<file path="config.mk">
export PLATFORM = sky130hd
export DESIGN_NAME = read_operation_ctrl
export DESIGN_NICKNAME = d
export VERILOG_FILES = /design/src/rtl/read_operation_ctrl_pkg.sv /design/src/rtl/read_operation_ctrl_mux.sv /design/src/rtl/read_operation_ctrl.sv
export SDC_FILE = /design/constraint.sdc
export NUM_CORES = 1
export LEC_CHECK = 0
export ABC_CLOCK_PERIOD_IN_PS = 4900
export BUFFER_PORTS_ARGS = -buffer_cell sky130_fd_sc_hd__buf_2
export CELL_PAD_IN_SITES_DETAIL_PLACEMENT = 1
export CELL_PAD_IN_SITES_GLOBAL_PLACEMENT = 1
export CORE_AREA = 2 2 135 137
export DETAILED_ROUTE_END_ITERATION = 8
export DIE_AREA = 0 0 137 139
export PLACE_DENSITY = 0.71
export SYNTH_ARGS = -nofsm -noshare
export SYNTH_HDL_FRONTEND = slang
export SYNTH_HIERARCHICAL = 1
export SYNTH_SLANG_ARGS = --single-unit
</file>
<file path="constraint.sdc">
create_clock -name clk -period 4.9 [get_ports clk]
set_input_delay 1.47 -clock clk [delete_from_list [all_inputs] [get_ports clk]]
set_output_delay 1.47 -clock clk [all_outputs]
set_load 0.005 [all_outputs]
</file>
<file path="src/rtl/read_operation_ctrl_pkg.sv">
// Shared sizes and FSM state encodings for the register-file read controller.
package read_operation_ctrl_pkg;

    localparam int DATA_W = 32;
    localparam int NREG   = 8;
    localparam int ADDR_W = 3;

    typedef enum logic [1:0] {
        IDLE   = 2'b00,
        SELECT = 2'b01,
        VALID  = 2'b10
    } state_t;

endpackage

</file>
<file path="src/rtl/read_operation_ctrl_mux.sv">
// Combinational 8-to-1 word selector over the flattened register-file bus.
module _8_to_1_mux
    import read_operation_ctrl_pkg::*;
#(
    parameter int WIDTH = 32
) (
    input  logic [NREG*WIDTH-1:0] data_in,
    input  logic [ADDR_W-1:0]     sel,
    output logic [WIDTH-1:0]      data_out
);

    logic [WIDTH-1:0] words [NREG];

    for (genvar i = 0; i < NREG; i++) begin : g_split
        assign words[i] = data_in[i*WIDTH +: WIDTH];
    end

    assign data_out = words[sel];

endmodule

</file>
<file path="src/rtl/read_operation_ctrl.sv">
// Read-side controller: accepts a read, snapshots the addressed register
// (with same-cycle write bypass) and holds the result until handshaken.
module read_operation_ctrl
    import read_operation_ctrl_pkg::*;
#(
    parameter int DATA_W = 32
) (
    input  logic                     clk,
    input  logic                     reset,
    input  logic                     re,
    input  logic [ADDR_W-1:0]        Addr,
    input  logic [NREG*DATA_W-1:0]   from_reg,
    input  logic [NREG-1:0]          wr_en,
    input  logic [DATA_W-1:0]        wr_data,
    input  logic                     rd_ready,
    output logic                     rd_valid,
    output logic [DATA_W-1:0]        rd_data,
    output logic [ADDR_W-1:0]        rd_addr,
    output logic                     busy,
    output logic [7:0]               rd_count
);

    state_t              state;
    logic [ADDR_W-1:0]   addr_q;
    logic [DATA_W-1:0]   mux_data;
    logic [DATA_W-1:0]   sel_data;

    _8_to_1_mux #(
        .WIDTH (DATA_W)
    ) u_mux (
        .data_in  (from_reg),
        .sel      (addr_q),
        .data_out (mux_data)
    );

    // A write landing on the selected register in the SELECT cycle wins over the stale file contents.
    assign sel_data = wr_en[addr_q] ? wr_data : mux_data;
    assign busy     = (state != IDLE);

    always_ff @(posedge clk) begin
        if (reset) begin
            state    <= IDLE;
            addr_q   <= '0;
            rd_valid <= 1'b0;
            rd_data  <= '0;
            rd_addr  <= '0;
            rd_count <= '0;
        end else begin
            case (state)
                IDLE: begin
                    if (re) begin
                        addr_q <= Addr;
                        state  <= SELECT;
                    end
                end
                SELECT: begin
                    rd_data  <= sel_data;
                    rd_addr  <= addr_q;
                    rd_valid <= 1'b1;
                    state    <= VALID;
                end
                VALID: begin
                    // Result is a snapshot: only a handshake releases it, and re chains the next read.
                    if (rd_valid && rd_ready) begin
                        rd_valid <= 1'b0;
                        rd_count <= rd_count + 8'd1;
                        if (re) begin
                            addr_q <= Addr;
                            state  <= SELECT;
                        end else begin
                            state <= IDLE;
                        end
                    end
                end
                default: begin
                    state    <= IDLE;
                    rd_valid <= 1'b0;
                end
            endcase
        end
    end

endmodule

</file>
# After elaboration in Yosys (flattened, before gate mapping)
# Cells that the tools add are included.
# classes
mul,0
mux,15
order_cmp,2
shift,0
n_bitwise,2
div_mod_pow,0
reduce_logical,8
n_eq_ne,4
n_addsub,1
# op_table
operator,count
$bmux W32 S3,1
$mux W32,3
$add A8 B1 Y8 const B,1
$reduce_and A2 Y1,4
$mux W3,2
$pmux W2 S3,1
$pmux W3 S2,1
$ge A4 B4 Y1 const B,1
$lt A3 B4 Y1 const B,1
$mux W2,2
$ne A2 B2 Y1 const B,2
$not A3 Y4,1
$reduce_bool A2 Y1,2
$bmux W1 S3,1
$mux W1,3
$pmux W1 S3,1
$eq A2 B1 Y1 const B,1
$eq A2 B2 Y1 const B,1
$logic_not A2 Y1,1
$logic_and A1 B1 Y1,1
$not A1 Y1,1
# word_totals
reg_bits,49
latchBits,0
in_bits,303
mem_bits_ro,0
mem_count,0
ramBits,0

# Depth between registers and ports, before layout
# logic_depth
word_depth,5
depth_mapped,6
mapped_depth_nobuf,4

# Modules after synthesis
# The synthesis kept the hierarchy.
# modules_own_cells
mod,n_inst,area_each_um2,seq_area_each_um2,cells_per_inst
read_operation_ctrl,1,2160.8,980.9,221
_8_to_1_mux,1,2073.2,0.0,114

# Least setup slack after synthesis
# No wires, ideal clock.
# synth_path
kind,input-to-reg
startpoint,in wr_en[1]
endpoint,reg rd_data[0]
setup_time_ps,137
t_arrival_ps,2729
n_path_buf,1
t_required_ps,4763
path_stages,5
slack_ps,2033
cell_sequence,mux4_1 mux2i_4 buf_8 mux2i_1 a211oi_1
# synth_via
elab_chain_len,3
# synth_rtl
element,line,rtl
start: declaration,read_operation_ctrl.sv:13,"input logic [NREG-1:0] wr_en,"
$bmux W1 S3,read_operation_ctrl.sv:37,assign sel_data = wr_en[addr_q] ? wr_data : mux_data;
$mux W1 (not written as such),read_operation_ctrl.sv:37,
$mux W32,read_operation_ctrl.sv:37,
end signal: assignment,read_operation_ctrl.sv:57,rd_data <= sel_data;
end: declaration,read_operation_ctrl.sv:17,"output logic [DATA_W-1:0] rd_data,"
# No other way between the ends. The select of a mux whose other input is x is not followed.
# A chain may end at the register's enable or synchronous reset.

# Worst setup path in the final report
# layout_path
startpoint,in wr_en[1]
endpoint,reg rd_data[11]
# Same word-level chain as after synthesis.

==> impl_results.md <==
- Critical Path RT: 5100 ps
- Post-DRT Antenna Nets: 0
- Max Clock Freq: 326 MHz
- Total GRT Usage: 18.3%
- Critical Path Fanout Max: 32
- Critical path cell sequence: buf_2, mux4_1, mux2i_4, buf_4, mux2i_1, a211oi_1
- Synthesis-stage register bit count: just under 50
- Hold Vio Cnt, Final: 0
- Vias/cell: around 4.9
- Worst IR Drop VDD: 0.118 mV
- Post-Route Utilization: 35.4%
- PortBufs: roughly 350
- Power Density: a little over 200 nW/um^2
- Vias in the first global route: 4746
- Critical R2R Launch: addr_q[0]$_SDFFE_PP0P_
- Hold Path End: rd_addr[0]$_SDFFE_PP0P_
- Syn_nets: between 600 and 700
- Crit share post-route: a little over three fifths
- CTS resizes: 0
- Crit-path leading delay family: multiplexers
- Clk_skew: roughly 7 ps
- CTS root buf: clkbuf_16
- Unrepaired setup endpoints after global routing: false
- Status: completed
- TritonCTS buffer count: 5
- Most frequent cells in the layout: 347 x buf_2, 46 x dfxtp_1, 42 x mux4_1, 42 x nor2_1, 35 x mux2i_1
- Yosys cell types: 31
- R2R cell count: 5
- Worst setup SP type: primary input
- Hold-fix buffers, CTS: 0
- Slowest Stage Delay on Critical Path: ~540 ps
- 1st-iter DRT viols: ~150
- Final WL: between 15 and 20 mm
- First-pass GRT wire length: about 26 mm
- Max cap viols: 0
- Most common library cell in the layout ignoring fill and taps: buf_2
- CP max stage cell: mux4_1
- Avg Cell Area, Syn: around 13 um^2
- Worst R2R End: rd_data[11]$_SDFFE_PP0P_
- Area grow syn2layout: 47.8%
- Largest net degree at the start of global routing: 50
- R2r setup slk: between 2000 and 2500 ps
- CTS tree: yes
- Nets@finish: between 900 and 1000
- Sequential area share after synthesis: between 20% and 30%
- Hold Crit Depth: 2
- Worst-path clk slew: 80 ps
- Router iterations before antenna repair: 4
- CP endpoint kind: flop
- Gr ovfl total: 0
- Final setup vio count: 0
- Total number of vias: roughly 4400
- Warnings, synthesis: 6
- Tightest Pin Transition: between 1000 and 1500 ps
- Static Leak: 2.90 nW
- Avg WL per Cell: approximately 20 um
- Die Y: 139 um
- Min Tclk post-route: 3070 ps
- RePlAce Congestion: around 0.80
- Worst Min Path Start: rd_addr[0]$_SDFFE_PP0P_
- Clk buf depth: 2
- Clock sink total: slightly below 50
- Type of the worst setup path: primary input to flop
- Skew-Pair Late Insertion Delay: 300 ps
- Detailed Place HPWL: approximately 15 mm
- Remaining DRCs: 0
- Layout cell share with drive strength beyond 1: between 60% and 70%
- Crit path buf inv count: 2
- I/O pins: ~350
- Die area: 19000 um^2
- CORE AREA: about 18000 um^2
- Initial Utilization: between 20% and 30%
- H-tree Lvls: 2
- Syn Inst Count: between 300 and 400
- Pins over their slew limit: 0
- Hold Path Class: flop to flop
- Rows: 49
- Post-Syn Area: roughly 4200 um^2
- Setup Buffers After CTS: 0
- CP arrival: ~3300 ps
- Final setup TNS: 0 ps
- Die width: between 100 and 150 um
- Initial antenna violation count: 5
- Headroom to the max-slew limit: 32.5%
-- cells by family after synthesis --
| group | Yosys count | synth area share (%) |
|---|---|---|
| AND/OR/NAND/NOR | 70 | 7.27 |
| buffers and inverters | 34 | 5.08 |
| AO/OA/AOI/OAI | 41 | 6.80 |
| XOR/XNOR | 6 | 1.24 |
| adder cells (fa/ha/maj) | 1 | 0.295 |
| flip-flops | 49 | 23.2 |
| multiplexers | 134 | 56.1 |
-- per-stage QoR --
stage	cells	instance area (um^2)	hold slack, ps	power (mW)	setup WS [ps]
2_1_floorplan	335	4230	453	0.750	2030
4_1_cts	890	6240	458	1.32	1830
3_5_place_dp	882	6090	447	0.944	1510
6_report	895	6260	451	1.29	1830
3_3_place_gp	882	6090	441	0.930	1580
5_1_grt	894	6250	483	1.37	1720
-- flip-flops by register name, summed over array words and instances (netlist names) --
signal	cells
state	2
rd_valid	1
addr_q	3
rd_data	32
rd_addr	3
rd_count	8
-- worst max path at each step --
stage / from / endpoint / slack (ps) / cells past startpoint
after global placement: wr_en[1] / rd_data[14]$_SDFFE_PP0P_ / 1580 / 6
after detailed placement: wr_en[1] / rd_data[11]$_SDFFE_PP0P_ / 1510 / 6
final: wr_en[1] / rd_data[11]$_SDFFE_PP0P_ / 1830 / 6
after CTS: wr_en[1] / rd_data[11]$_SDFFE_PP0P_ / 1830 / 6
after global routing: wr_en[1] / rd_data[11]$_SDFFE_PP0P_ / 1720 / 6
after floorplan: wr_en[1] / rd_data[0]$_SDFFE_PP0P_ / 2030 / 5
-- synth_stat cells (all sizes together) --
library cell / number / share of area (%)
xor2: 3 / 0.62
mux2: 32 / 8.5
clkbuf: 14 / 1.2
mux4: 66 / 39
and4b: 1 / 0.24
nand3b: 1 / 0.18
xnor2: 3 / 0.62
o21a: 1 / 0.18
o21ai: 1 / 0.12
and3: 1 / 0.15
mux2i: 36 / 8.8
nor2: 42 / 3.7
dfxtp: 49 / 23
a21oi: 7 / 0.83
nand4b: 1 / 0.21
nand2b: 2 / 0.30
nand3: 1 / 0.12
ha: 1 / 0.30
or3: 1 / 0.15
a211oi: 32 / 5.7
nor3: 3 / 0.35
buf: 20 / 3.8
or2: 1 / 0.15
nand4: 3 / 0.44
nand2: 11 / 0.98
nor2b: 2 / 0.30
-- final cells by class --
cell class	instances	area (um^2)
fill	2095	11400
multi-input combinational	252	3050
timing repair buffer	352	1770
sequential	49	987
tap	229	287
clock buffer	5	125
clock inverter	3	26.3
antenna	5	12.5
-- worst register-to-register path, stage by stage (launching register included) --
cell and delay (ps):
dfxtp_4 750, mux4_1 700, mux2i_4 150, buf_4 540, mux2i_1 200, a211oi_1 270
-- power by group --
part	total (mW)	switching, mW	internal (mW)
Combinational	0.472	0.188	0.283
Clock	0.364	0.171	0.193
Sequential	0.456	0.0314	0.425
Total	1.29	0.391	0.901
-- routing by layer --
metal | GRT usage [%] | routed length [um]
met3 | 3.98 | 1150
met4 | 5.97 | 333
met2 | 32.6 | 9450
met5 | 0 | 0
met1 | 21.4 | 6910
No activity file was read; power rests on OpenSTA's default activity.
